<file path="src/rtl/calc_pkg.sv">
// Shared definitions for the calculator datapath: sequencer state codes,
// operation codes, internal word width and the displayable result range.
package calc_pkg;

    localparam int LARG  = 9;
    localparam int MAG_W = 7;

    localparam logic [2:0] REPOUSO = 3'd0;
    localparam logic [2:0] PEDE_A  = 3'd1;
    localparam logic [2:0] PEDE_B  = 3'd2;
    localparam logic [2:0] CALCULA = 3'd3;
    localparam logic [2:0] FIM     = 3'd4;

    localparam logic OP_SOMA = 1'b0;
    localparam logic OP_SUB  = 1'b1;

    localparam logic signed [LARG-1:0] LIM_POS = 9'sd127;
    localparam logic signed [LARG-1:0] LIM_NEG = -9'sd127;

    typedef struct packed {
        logic [MAG_W-1:0] mag;
        logic             sinal;
    } operando_t;

    // True when a result cannot be shown as sign + 7-bit magnitude.
    function automatic logic fora_de_gama(input logic signed [LARG-1:0] v);
        return (v > LIM_POS) || (v < LIM_NEG);
    endfunction

endpackage

</file>
<file path="src/rtl/calc_sequencer_if.sv">
// Operand/result bus of the calculator sequencer plus its converter handshake;
// master is the sequencer side, slave is the surrounding logic.
interface calc_sequencer_if;
    import calc_pkg::*;

    logic                inicio;
    logic                operacao;
    logic [MAG_W-1:0]    binario_a;
    logic                sinal_a;
    logic [MAG_W-1:0]    binario_b;
    logic                sinal_b;

    logic                conv_pedido;
    logic [MAG_W-1:0]    conv_binario;
    logic                conv_sinal;
    logic [LARG-1:0]     conv_numero;
    logic                conv_pronto;

    logic [LARG-1:0]     resultado;
    logic                transbordo;
    logic                erro;
    logic                ocupado;
    logic                valido;

    modport master (
        input  inicio, operacao, binario_a, sinal_a, binario_b, sinal_b,
        input  conv_numero, conv_pronto,
        output conv_pedido, conv_binario, conv_sinal,
        output resultado, transbordo, erro, ocupado, valido
    );

    modport slave (
        output inicio, operacao, binario_a, sinal_a, binario_b, sinal_b,
        output conv_numero, conv_pronto,
        input  conv_pedido, conv_binario, conv_sinal,
        input  resultado, transbordo, erro, ocupado, valido
    );

endinterface

</file>
<file path="src/rtl/calc_alu.sv">
// Combinational 9-bit two's-complement add/subtract with display-range flag.
// No latency, no handshake; the sequencer registers the outputs.
module calc_alu
    import calc_pkg::*;
(
    input  logic [LARG-1:0] op_a,
    input  logic [LARG-1:0] op_b,
    input  logic            operacao,
    output logic [LARG-1:0] sum,
    output logic            fora_gama
);

    always_comb begin
        sum       = (operacao == OP_SUB) ? (op_a - op_b) : (op_a + op_b);
        fora_gama = fora_de_gama(signed'(sum));
    end

endmodule

</file>
<file path="src/rtl/calc_sequencer.sv">
// Captures two sign-magnitude operands, converts each through the shared
// converter, then adds/subtracts and publishes a registered result.
module calc_sequencer
    import calc_pkg::*;
#(
    parameter int LIMITE = 15
)
(
    input  logic              relogio,
    input  logic              reiniciar_n,
    calc_sequencer_if.master  bus
);

    logic [2:0]      estado;
    operando_t       cap_a;
    operando_t       cap_b;
    logic            cap_op;
    logic [LARG-1:0] op_a;
    logic [LARG-1:0] op_b;
    logic [3:0]      contador;
    logic [LARG-1:0] resultado;
    logic            transbordo;
    logic            erro;

    logic [LARG-1:0] alu_sum;
    logic            alu_fora;
    logic            expirou;

    assign expirou = (contador == 4'(LIMITE));

    calc_alu u_alu (
        .op_a      (op_a),
        .op_b      (op_b),
        .operacao  (cap_op),
        .sum       (alu_sum),
        .fora_gama (alu_fora)
    );

    always_ff @(posedge relogio or negedge reiniciar_n) begin
        if (!reiniciar_n) begin
            estado     <= REPOUSO;
            cap_a      <= '0;
            cap_b      <= '0;
            cap_op     <= 1'b0;
            op_a       <= '0;
            op_b       <= '0;
            contador   <= '0;
            resultado  <= '0;
            transbordo <= 1'b0;
            erro       <= 1'b0;
        end else begin
            case (estado)
                REPOUSO: begin
                    if (bus.inicio) begin
                        cap_a    <= '{mag: bus.binario_a, sinal: bus.sinal_a};
                        cap_b    <= '{mag: bus.binario_b, sinal: bus.sinal_b};
                        cap_op   <= bus.operacao;
                        erro     <= 1'b0;
                        contador <= '0;
                        estado   <= PEDE_A;
                    end
                end
                PEDE_A, PEDE_B: begin
                    // A ready converter wins even on the last allowed cycle.
                    if (bus.conv_pronto) begin
                        if (estado == PEDE_A) begin
                            op_a   <= bus.conv_numero;
                            estado <= PEDE_B;
                        end else begin
                            op_b   <= bus.conv_numero;
                            estado <= CALCULA;
                        end
                        contador <= '0;
                    end else if (expirou) begin
                        erro       <= 1'b1;
                        resultado  <= '0;
                        transbordo <= 1'b0;
                        contador   <= '0;
                        estado     <= FIM;
                    end else begin
                        contador <= contador + 4'd1;
                    end
                end
                CALCULA: begin
                    resultado  <= alu_sum;
                    transbordo <= alu_fora;
                    estado     <= FIM;
                end
                FIM: begin
                    estado <= REPOUSO;
                end
                default: begin
                    estado <= REPOUSO;
                end
            endcase
        end
    end

    // Request stays high across PEDE_A -> PEDE_B; only the operand changes.
    assign bus.conv_pedido  = (estado == PEDE_A) || (estado == PEDE_B);
    assign bus.conv_binario = (estado == PEDE_B) ? cap_b.mag :
                              (estado == PEDE_A) ? cap_a.mag : '0;
    assign bus.conv_sinal   = (estado == PEDE_B) ? cap_b.sinal :
                              (estado == PEDE_A) ? cap_a.sinal : 1'b0;

    assign bus.resultado  = resultado;
    assign bus.transbordo = transbordo;
    assign bus.erro       = erro;
    assign bus.ocupado    = (estado != REPOUSO);
    assign bus.valido     = (estado == FIM);

endmodule

</file>
<file path="src/flat_wrapper.sv">
// flat-port wrapper written by rule: the top's interface ports become plain ports
module calc_sequencer_flat import calc_pkg::*;
#(
    parameter int LIMITE = 15
)
  (relogio, reiniciar_n, bus_inicio, bus_operacao, bus_binario_a, bus_sinal_a, bus_binario_b, bus_sinal_b, bus_conv_numero, bus_conv_pronto, bus_conv_pedido, bus_conv_binario, bus_conv_sinal, bus_resultado, bus_transbordo, bus_erro, bus_ocupado, bus_valido);
  calc_sequencer_if bus_i ();
  input  logic relogio;
  input  logic reiniciar_n;
  input wire logic [$bits(bus_i.inicio)-1:0] bus_inicio;
  input wire logic [$bits(bus_i.operacao)-1:0] bus_operacao;
  input wire logic [$bits(bus_i.binario_a)-1:0] bus_binario_a;
  input wire logic [$bits(bus_i.sinal_a)-1:0] bus_sinal_a;
  input wire logic [$bits(bus_i.binario_b)-1:0] bus_binario_b;
  input wire logic [$bits(bus_i.sinal_b)-1:0] bus_sinal_b;
  input wire logic [$bits(bus_i.conv_numero)-1:0] bus_conv_numero;
  input wire logic [$bits(bus_i.conv_pronto)-1:0] bus_conv_pronto;
  output wire logic [$bits(bus_i.conv_pedido)-1:0] bus_conv_pedido;
  output wire logic [$bits(bus_i.conv_binario)-1:0] bus_conv_binario;
  output wire logic [$bits(bus_i.conv_sinal)-1:0] bus_conv_sinal;
  output wire logic [$bits(bus_i.resultado)-1:0] bus_resultado;
  output wire logic [$bits(bus_i.transbordo)-1:0] bus_transbordo;
  output wire logic [$bits(bus_i.erro)-1:0] bus_erro;
  output wire logic [$bits(bus_i.ocupado)-1:0] bus_ocupado;
  output wire logic [$bits(bus_i.valido)-1:0] bus_valido;
  assign bus_i.inicio = bus_inicio;
  assign bus_i.operacao = bus_operacao;
  assign bus_i.binario_a = bus_binario_a;
  assign bus_i.sinal_a = bus_sinal_a;
  assign bus_i.binario_b = bus_binario_b;
  assign bus_i.sinal_b = bus_sinal_b;
  assign bus_i.conv_numero = bus_conv_numero;
  assign bus_i.conv_pronto = bus_conv_pronto;
  assign bus_conv_pedido = bus_i.conv_pedido;
  assign bus_conv_binario = bus_i.conv_binario;
  assign bus_conv_sinal = bus_i.conv_sinal;
  assign bus_resultado = bus_i.resultado;
  assign bus_transbordo = bus_i.transbordo;
  assign bus_erro = bus_i.erro;
  assign bus_ocupado = bus_i.ocupado;
  assign bus_valido = bus_i.valido;
  calc_sequencer #(.LIMITE(LIMITE)) u_core (.relogio(relogio), .reiniciar_n(reiniciar_n), .bus(bus_i));
endmodule
</file>
<file path="config.mk">
export PLATFORM = sky130hd
export DESIGN_NAME = calc_sequencer_flat
export DESIGN_NICKNAME = d
export VERILOG_FILES = /design/src/rtl/calc_pkg.sv /design/src/rtl/calc_sequencer_if.sv /design/src/rtl/calc_alu.sv /design/src/rtl/calc_sequencer.sv /design/src/flat_wrapper.sv
export SDC_FILE = /design/constraint.sdc
export NUM_CORES = 1
export LEC_CHECK = 0
export BUFFER_PORTS_ARGS = -buffer_cell sky130_fd_sc_hd__buf_2
export CORE_AREA = 10 10 96 98
export DETAILED_ROUTE_END_ITERATION = 8
export DIE_AREA = 0 0 106 108
export PLACE_DENSITY = 0.62
export SLEW_MARGIN = 10
export SYNTH_ARGS = -nofsm -noshare
export SYNTH_HDL_FRONTEND = slang
export SYNTH_SLANG_ARGS = --single-unit
</file>
<file path="constraint.sdc">
create_clock -name relogio -period 5.3 [get_ports relogio]
set_clock_uncertainty 0.05 [all_clocks]
set_input_delay 0.53 -clock relogio [delete_from_list [all_inputs] [get_ports relogio]]
set_output_delay 0.53 -clock relogio [all_outputs]
set_load 0.02 [all_outputs]
</file>
# Yosys cells after proc, flatten, opt, wreduce, memory -nomap -nowiden
# Cells that the tools add are included.
# classes
n_mul	0
n_reduce_logical	14
eq_ne	9
shifts	0
add_sub_neg	3
bitwise	1
div_mod_pow	0
magnitude_cmp	2
muxes	24
# op_table
operator	count
2-to-1 mux 9 bit	3
one-hot mux 9 bit (2 select lines)	1
2-to-1 mux 7 bit	2
2-to-1 mux 4 bit	3
adder 9 bit	1
> comparator 9 x 8 -> 1 bit, second input constant	1
< comparator 9 x 8 -> 1 bit, second input constant	1
2-to-1 mux 3 bit	3
one-hot mux 3 bit (3 select lines)	1
AND reduction 3 bit	3
subtractor 9 bit	1
2-to-1 mux 1 bit	8
one-hot mux 4 bit (2 select lines)	1
== test 3 x 2 -> 1 bit, second input constant	2
AND reduction 2 bit	3
adder 4 x 1 -> 4 bit, second input constant	1
== test 4 bit, second input constant	1
inequality test 2 bit, second input constant	2
one-hot mux 1 bit (2 select lines)	2
AND reduction 4 bit	1
nonzero test 2 bit	2
== test 3 x 1 -> 1 bit, second input constant	1
== test 3 bit, second input constant	1
logical NOT 3 bit	1
6 further kinds	7
# word_totals
latch_bits	0
ramBits	0
regBits	53
romBits	0
n_memories	0

# Logic depth before layout (Yosys ltp)
# Gate-level depths: netlist of run 1.
# logic_depth
depth_word	5
mapped_depth	12
depth_no_buf	12

# Hierarchy
# A second synthesis of run 1 with hierarchy kept.
# unflattened
cells_unflattened	277
area_unflattened_um2	3055.4
# by_module_without_submodules
mod	cells_per_inst	seq_area_each_um2	area_per_inst_um2	n_inst
calc_sequencer	194	1326.3	2438.6	1
calc_alu	83	0.0	616.8	1

# Worst setup path after synthesis of run 1
# No wires, ideal clock.
# synth_path
path_kind	reg-to-reg
from	register u_core.op_b[0]
to	register u_core.transbordo, in the netlist u_core.bus.transbordo
slack_ps	2665
arrival_ps	2512
path_stages_with_launch	12
n_path_buf	0
path_cell_list	dfrtp_1 > inv_1 > ha_1 > mux2_2 > inv_1 > ha_1 > nor2b_4 > o21a_1 > or3_4 > a2111oi_4 > a311o_1 > a2bb2oi_2
# synth_between
elab_chain_cells	5
elab_cells_between_ends	7
classes_between	add/sub: 2; order compare: 2; mux: 2; reduce/logical: 1
# synth_lines
element	line	source
start: declaration	calc_sequencer.sv:19	logic [LARG-1:0] op_b;
start signal: assignment	calc_sequencer.sv:70	op_b <= bus.conv_numero;
adder 9 bit / subtractor 9 bit (equally long branches)	calc_alu.sv:14	sum = (operacao == OP_SUB) ? (op_a - op_b) : (op_a + op_b);
2-to-1 mux 9 bit (*)	calc_alu.sv:14	
> comparator 9 x 8 -> 1 bit / < comparator 9 x 8 -> 1 bit (equally long branches)	calc_pkg.sv:27	return (v > LIM_POS) || (v < LIM_NEG);
logical OR 1 bit (*)	calc_pkg.sv:27	
one-hot mux 1 bit (2 select lines) (*)	calc_sequencer.sv:52	case (estado)
end signal: assignment	calc_sequencer.sv:86	transbordo <= alu_fora;
end: declaration	calc_sequencer.sv:22	logic transbordo;
# Mark *: on every way between the ends. The rest lies on a longest branch, timed or not.
# A chain may end at the register's enable or synchronous reset.

# Final worst setup path of run 1
# Ends and elaborated chain as after synthesis.

==> results of run 1 <==
==> state kept, by name, indices dropped and copies added (netlist names), 3 cells and up <==
name and flops:
u_core.op_b 9, u_core.bus.resultado 9, u_core.estado 3, u_core.contador 4, u_core.cap_b 8, u_core.cap_a 8
u_core.op_a 9
==> per-layer routing <==
metal	GRT usage [%]	share of wire (%)
met1	13.1	45
met2	18.6	50
met5	0	0
met4	3.19	1.3
met3	2.80	4.2
==> placed cells by master, fill, tap and decap left out, types with 5 or more instances in the layout <==
| cell type | synthesis | final |
|---|---|---|
| nand2_1 | 21 | 21 |
| a22oi_1 | 9 | 9 |
| o21ai_0 | 19 | 19 |
| nor2_1 | 22 | 22 |
| xnor2_1 | 11 | 11 |
| ha_1 | 10 | 10 |
| mux2_2 | 29 | 29 |
| dfrtp_1 | 53 | 53 |
| buf_2 | 5 | 51 |
| inv_1 | 12 | 12 |
| clkbuf_8 | 0 | 5 |
| nor3_1 | 5 | 5 |
| a21oi_1 | 7 | 7 |
==> logic make-up (layout without fill, tap and decap cells) <==
family	after synthesis	after routing	share of synthesized area, %
fa+ha+maj	11	11	5.08
simple gates	69	69	12.2
mux	30	30	11.8
xor+xnor	13	13	3.99
buf+inv	23	74	3.77
compound gates	63	63	16.7
flops	53	53	46.4
==> worst max path at each step <==
stage / endpoint / slack [ps] / depth (start not counted)
2_1_floorplan: u_core.bus.transbordo$_DFFE_PN0P_ / 2660 / 11
3_3_place_gp: u_core.bus.transbordo$_DFFE_PN0P_ / 2540 / 11
3_5_place_dp: u_core.bus.transbordo$_DFFE_PN0P_ / 2470 / 11
4_1_cts: u_core.bus.transbordo$_DFFE_PN0P_ / 2440 / 11
5_1_grt: u_core.bus.transbordo$_DFFE_PN0P_ / 2210 / 12
6_report: u_core.bus.transbordo$_DFFE_PN0P_ / 2420 / 12
==> synth_stat cells, drive strengths merged, types with 2 or more instances <==
cell type / count / share of area (%)
a21oi: 7 / 1.2
a22o: 3 / 0.92
a22oi: 9 / 2.4
a31oi: 3 / 0.66
buf: 9 / 1.9
clkbuf: 2 / 0.26
dfrtp: 53 / 46
ha: 10 / 4.4
inv: 12 / 1.6
mux2: 30 / 12
nand2: 21 / 2.8
nand2b: 2 / 0.44
nand3: 2 / 0.35
nor2: 23 / 3.3
nor2b: 3 / 0.92
nor3: 6 / 1.2
nor3b: 3 / 0.96
o21a: 4 / 1.1
o21ai: 19 / 3.3
o21bai: 3 / 1.2
o31ai: 2 / 0.70
o41ai: 2 / 0.88
or2: 2 / 0.44
or3: 2 / 0.61
xnor2: 11 / 3.4
xor2: 2 / 0.61
==> stage by stage <==
stage	hold slack, ps	cell area (µm²)
floorplan	184	2860
global placement	410	3200
detailed placement	417	3200
CTS	307	3320
global route	352	3320
finish	276	3320
==> area by class of cell <==
class / count / area (µm²)
fill: 766 / 4130
clock buffer: 5 / 68.8
multi-input combinational: 186 / 1420
sequential: 53 / 1330
tap: 102 / 128
timing repair buffer: 54 / 278
inverter: 12 / 45.0
clock inverter: 3 / 47.5
==> metrics.md, run 1 <==
| Metric | Value |
|---|---|
| Status | completed |
| First-pass detailed-route iteration total | 4 |
| Final worst slack | 2420 ps |
| CTS root buf | clkbuf_8 |
| Rel. slew slack | 40.4% |
| RSZ-0062 raised after global routing | false |
| Synth Instances | 262 |
| Startpoint type of the worst setup path | flop |
| First DRT Iteration DRCs | 64 |
| Cell Count, Final, Fillers Out | 415 |
| Post-CTS sizing | 0 |
| Worst Path Arrival | 3020 ps |
| Fin nets | 353 |
| Die area | 0.0114 mm² |
| H-tree depth | 2 |
| Area grow syn2layout | 16.1% |
| Core Area | 0.00745 mm² |
| CTS tree | built |
| Initial antenna violation count | 0 |
| Worst-path cell chain | inv_1 > ha_1 > nor3b_2 > nor2_1 > xnor2_1 > ha_1 > a21o_1 > or4_1 > o22ai_1 > o21bai_1 > o221ai_1 > a2bb2oi_2 |
| Setup violations, final | 0 |
| Diodes inserted | 0 |
| Largest net degree at the start of global routing | 54 |
| Remaining Overflow, GRT | 0 |
| Die Ht | 108 µm |
| Ys flop type | dfrtp_1 |
| Die width | 106 µm |
| Final wirelength | 6050 µm |
| R2r setup slk | 2420 ps |
| Vias in the first global route | 2058 |
| Tmin final | 2880 ps |
| CP Launch Point | u_core.op_b[0]$_DFFE_PN0P_ |
| Max-cap viol count | 0 |
| Synth Register Bits | 53 |
| Tot GR Track Use | 10.8% |
| YS warnings | 0 |
| Cell Count Post-Placement | 407 |
| Final hold viol count | 0 |
| Reg2Reg Capture Point | u_core.bus.transbordo$_DFFE_PN0P_ |
| Number of flops mapped to enable cells by yosys | 0 |
| Crit-path slowest cell | dfrtp_1 |
| Global-route wire length before repair | 10100 µm |
| Final Cycle Share | 54.3% |
| Row count | 32 |
| Register area share after synthesis | 46.4% |
| Pre-CTS WS | 2470 ps |
| Post-Syn Area | 0.00286 mm² |
| R2R depth | 12 |
| Critical path capture point type | flop |
| Remaining antenna violation count after routing | 0 |
| Crit-path max cell delay | 430 ps |
| Mean post-synth cell area | 10.9 µm² |
| Hold buffer count at cts | 0 |
| Maximum clock frequency | 348 MHz |
| Clock transition at the registers of the reported paths | 100 ps |
| Clk_lat worst skew | 310 ps |
| Crit path kind | flop to flop |
| Detail-routed via count per cell | 5.06 |
| Gpl congestion | 0.749 |
| Setup TNS | 0 ps |
| Wire length per cell | 14.6 µm |
| Critical R2R Launch | u_core.op_b[0]$_DFFE_PN0P_ |
| Critical Path RT | 5450 ps |
| Max Slew Vio Count | 0 |
| Port bufs | 51 |
| Ys async rst share | 100% |
| Drc violations | 0 |
| Core Util, Final | 44.5% |
| Share of layout cells above drive strength 1 | 32.9% |
| Synth Net Count | 303 |
| Max Buffers Root-to-Sink | 2 |
| Initial Utilization | 38.4% |
| Family with the most delay on the worst path | compound AO/OA/AOI/OAI gates |
| CP dominant cell by count | ha_1 |
| CP Max Fanout | 4 |
| WP buf/inv | 1 |
| Slew @ Worst Pin | 892 ps |
| Vias | 2099 |
| CTS Buf Count | 5 |
| I/O pins | 52 |
| Worst hold path class | input pin to asynchronous set/reset pin |
| Cell variety after synth | 56 |
| Number of post-CTS setup repair buffers | 0 |
| HPWL after DPL | 4630 µm |
| # clock sinks | 53 |
Power of run 1 is left out: the tool's default activity adds up to more than one toggle a clock period on the data nets, which glitch-free logic cannot reach.
==> run 2: changes to the inputs <==
--- a/config.mk
+++ b/config.mk
@@ -5,11 +5,12 @@
 export SDC_FILE = /design/constraint.sdc
 export NUM_CORES = 1
 export LEC_CHECK = 0
+export ABC_AREA = 1
 export BUFFER_PORTS_ARGS = -buffer_cell sky130_fd_sc_hd__buf_2
 export CORE_AREA = 10 10 96 98
 export DETAILED_ROUTE_END_ITERATION = 8
 export DIE_AREA = 0 0 106 108
-export PLACE_DENSITY = 0.62
+export PLACE_DENSITY = 0.63
 export SLEW_MARGIN = 10
 export SYNTH_ARGS = -nofsm -noshare
 export SYNTH_HDL_FRONTEND = slang
==> constraint.sdc (replaced) <==
create_clock -name relogio -period 2.8 [get_ports relogio]
set_clock_uncertainty 0.05 [all_clocks]
set_input_delay 0.28 -clock relogio [delete_from_list [all_inputs] [get_ports relogio]]
set_output_delay 0.28 -clock relogio [all_outputs]
set_load 0.02 [all_outputs]
==> run 2 against run 1 <==
Via count grew 13%. Final area grew 0.94%. Utilization grew 0.42 points. Area after synthesis grew 0.88%. Die area is the same. Hold slack lost 160 ps. First-iteration DRC count grew 39%. Count of clock-buffer cells in the layout is the same. Largest cell class is now registers.
==> metrics.md, run 2 <==
| Metric | Value |
|---|---|
| Setup violations, final | 0 (unchanged) |
| Detail-routed via count per cell | 4.52 (-11%) |
| I/O pins | 52 (unchanged) |
| Leakage | 1.89 nW |
| Final Cycle Share | 87.8% (+33 points) |
| Final wirelength | 6370 µm (+5.2%) |
| Tot GR Track Use | 12.0% (+1.2 points) |
| Max-cap viol count | 0 (unchanged) |
| Status | completed |
| Share of layout cells above drive strength 1 | 18.5% (-14 points) |
| Wire length per cell | 12.2 µm (-17%) |
| Slew @ Worst Pin | 747 ps (-145 ps) |
| Overall power | 4.54 mW |
| CTS Buf Count | 5 (unchanged) |
| Ys async rst share | 100% (unchanged) |
| Commonest cells post-synth | 140 x nand2_1, 53 x dfrtp_1, 49 x inv_1 |
| Synth Register Bits | 53 (unchanged) |
| Tmin final | 2460 ps (-419 ps) |
| Die area | 0.0114 mm² (unchanged) |
| Drc violations | 0 (unchanged) |
| Vias | 2366 (+13%) |
| Net Sw Frac | 49.3% |
| # clock sinks | 53 (unchanged) |
| Post-synth top area cell | dfrtp_1 |
| Internal power | 2.30 mW |
| Most common cell after layout, fill and taps aside | nand2_1 |
| Number of flops mapped to enable cells by yosys | 0 (unchanged) |
| Clk_lat worst skew | 310 ps (about the same) |
| Largest net degree at the start of global routing | 33 (-39%) |
| Global-route wire length before repair | 11500 µm (+14%) |
| Worst hold path class | input pin to flop |
| Gpl congestion | 0.800 (+6.8%) |
| Register area share after synthesis | 46.0% (-0.40 points) |
| Final hold viol count | 0 (unchanged) |
| Max Slew Vio Count | 0 (unchanged) |
| HPWL after DPL | 5000 µm (+7.9%) |
| Vias in the first global route | 2480 (+21%) |
| Pre-CTS WS | 380 ps (-2090 ps) |
| Synth Net Count | 404 (+33%) |
| Row count | 32 (unchanged) |
| YS warnings | 0 (unchanged) |
| Finished Cell Area | 0.00335 mm² (+0.94%) |
| First DRT Iteration DRCs | 89 (+39%) |
| Flop pwr share | 29.2% |
| Final worst slack | 343 ps (-2080 ps) |
| Max Buffers Root-to-Sink | 2 (unchanged) |
| Port bufs | 51 (unchanged) |
| Initial antenna violation count | 0 (unchanged) |
| Remaining Overflow, GRT | 0 (unchanged) |
| Diodes inserted | 0 (unchanged) |
| CTS root buf | clkbuf_8 |
| Synth top area cells | dfrtp_1 46%, nand2_1 18%, inv_1 6.4%, o21ai_0 5.0%, ha_1 4.3% |
| Remaining antenna violation count after routing | 0 (unchanged) |
| Cell variety after synth | 30 (-46%) |
| Ys flop type | dfrtp_1 |
| H-tree depth | 2 (unchanged) |
| Placed cell area | 0.00325 mm² (+1.5%) |
| Area grow syn2layout | 16.2% (about the same) |
| Fin nets | 461 (+31%) |
| Clock transition at the registers of the reported paths | 100 ps (about the same) |
| Worst Path Arrival | 2610 ps (-410 ps) |
| CP Max Fanout | 5 (+1) |
| Crit path kind | flop to flop |
| Comb pwr share | 61.0% |
| First-pass detailed-route iteration total | 4 (unchanged) |
| RSZ-0062 raised after global routing | false |
| Biggest regs | u_core.bus.resultado (9), u_core.op_a (9), u_core.op_b (9) |
| Critical path capture point type | flop |
| Most frequent cells in the layout | 140 x nand2_1, 53 x dfrtp_1, 51 x buf_2 |
| Top cell type's share of synthesized area | 46.0% (-0.40 points) |
| Setup TNS | 0 ps (unchanged) |
| Clock network power share | 9.7% |
| Core Area | 0.00745 mm² (unchanged) |
| Post-Syn Area | 0.00288 mm² (+0.88%) |
| PwrDens | 1360 mW/mm² |
| Initial Utilization | 38.7% (+0.34 points) |
| Critical Path RT | 2960 ps (-2490 ps) |
| Die Ht | 108 µm (unchanged) |
| Most numerous cell in the Yosys netlist | nand2_1 |
| Startpoint type of the worst setup path | flop |
| Net Switching | 2.24 mW |
| Synth Instances | 363 (+39%) |
| Maximum clock frequency | 407 MHz (+17%) |
| Mean post-synth cell area | 7.94 µm² (-27%) |
| Die width | 106 µm (unchanged) |
| Worst VDD drop | 0.538 mV |
| CTS tree | built |
| Rel. slew slack | 50.2% (+9.8 points) |
[run 2: cell types whose count changed in the layout (fill, tap and decap cells not counted), moves of 5 or more]
| cell | change |
|---|---|
| o21ai_0 | +10 |
| inv_2 | +5 |
| inv_1 | +37 |
| nand3_1 | +12 |
| a22oi_1 | -8 |
| nor2_1 | -10 |
| mux2_2 | -29 |
| xnor2_1 | -6 |
| a22o_1 | +7 |
| nand2_1 | +119 |
[run 2: metrics by stage]
step / utilization (%) / instances / hold slack, ps
finish: 44.9 / 523 / 114
global route: 44.9 / 523 / 110
CTS: 44.9 / 523 / 101
detailed placement: 43.6 / 514 / 335
global placement: 43.6 / 514 / 334
floorplan: - / 363 / -65.6
[run 2: final cells by class]
type | count | area [µm²]
multi-input cells | 251 | 1310
fillers | 807 | 4100
clock inverters | 3 | 21.3
clock buffers | 5 | 68.8
well taps | 102 | 128
repair buffers | 54 | 280
flip-flops and latches | 53 | 1330
inverters | 55 | 209
[run 2: cell families after synthesis]
group | Yosys count | share of synthesized area (%)
AO/OA/AOI/OAI | 53 | 11.9
buffers and inverters | 59 | 8.38
AND/OR/NAND/NOR | 179 | 26.2
adder cells (fa/ha/maj) | 11 | 5.04
XOR/XNOR | 8 | 2.43
flip-flops | 53 | 46.0
[run 2: repair_timing]
item,4_1_cts,5_1_grt
setup buffers,0,0
hold endpoints to repair,15,0
gates resized for setup,0,0
hold buffers,1,0
[run 2: path summary, 6_finish.rpt]
kind,start,end,slack (ps),cells past startpoint
max reg2reg,u_core.op_b[0]$_DFFE_PN0P_,u_core.bus.transbordo$_DFFE_PN0P_,340,16
min in group asynchronous,reiniciar_n,u_core.op_b[5]$_DFFE_PN0P_,520,2
max,u_core.op_b[0]$_DFFE_PN0P_,u_core.bus.transbordo$_DFFE_PN0P_,340,16
min reg2reg,u_core.bus.transbordo$_DFFE_PN0P_,u_core.bus.transbordo$_DFFE_PN0P_,430,2
max in group asynchronous,reiniciar_n,u_core.bus.resultado[4]$_DFFE_PN0P_,1510,3
min,bus_sinal_a,u_core.cap_a[0]$_DFFE_PN0P_,110,3
[run 2: metal layers]
metal / track usage [%] / vias to the layer above / share of wire, %
met4: 2.61 / 0 / 1.1
met1: 14.2 / 1057 / 45
met5: 0 / - / 0
met3: 4.70 / 8 / 7.8
met2: 20.4 / 52 / 46
li1: - / 1249 / -
[run 2: power groups by stage]
stage	registers [mW]	logic (mW)	clock network, mW
2_1_floorplan	1.38	2.13	0
3_3_place_gp	1.34	2.77	0
3_5_place_dp	1.34	2.81	0
4_1_cts	1.33	2.82	0.463
5_1_grt	1.37	3.26	0.499
6_report	1.33	2.77	0.441
[run 2: critical path, stage by stage, from the launching register on]
cell	delay, ps
dfrtp_1	400
inv_1	100
ha_1	200
nand2_1	60
nand2_1	130
o21ai_0	130
xnor2_1	140
ha_1	340
a21o_1	200
a21oi_1	150
nand2_1	70
nand2_1	80
nand2_1	60
nor2_1	110
nand2_1	60
nand2_1	50
nand2_1	40
No activity file was read; power rests on OpenSTA's default activity.
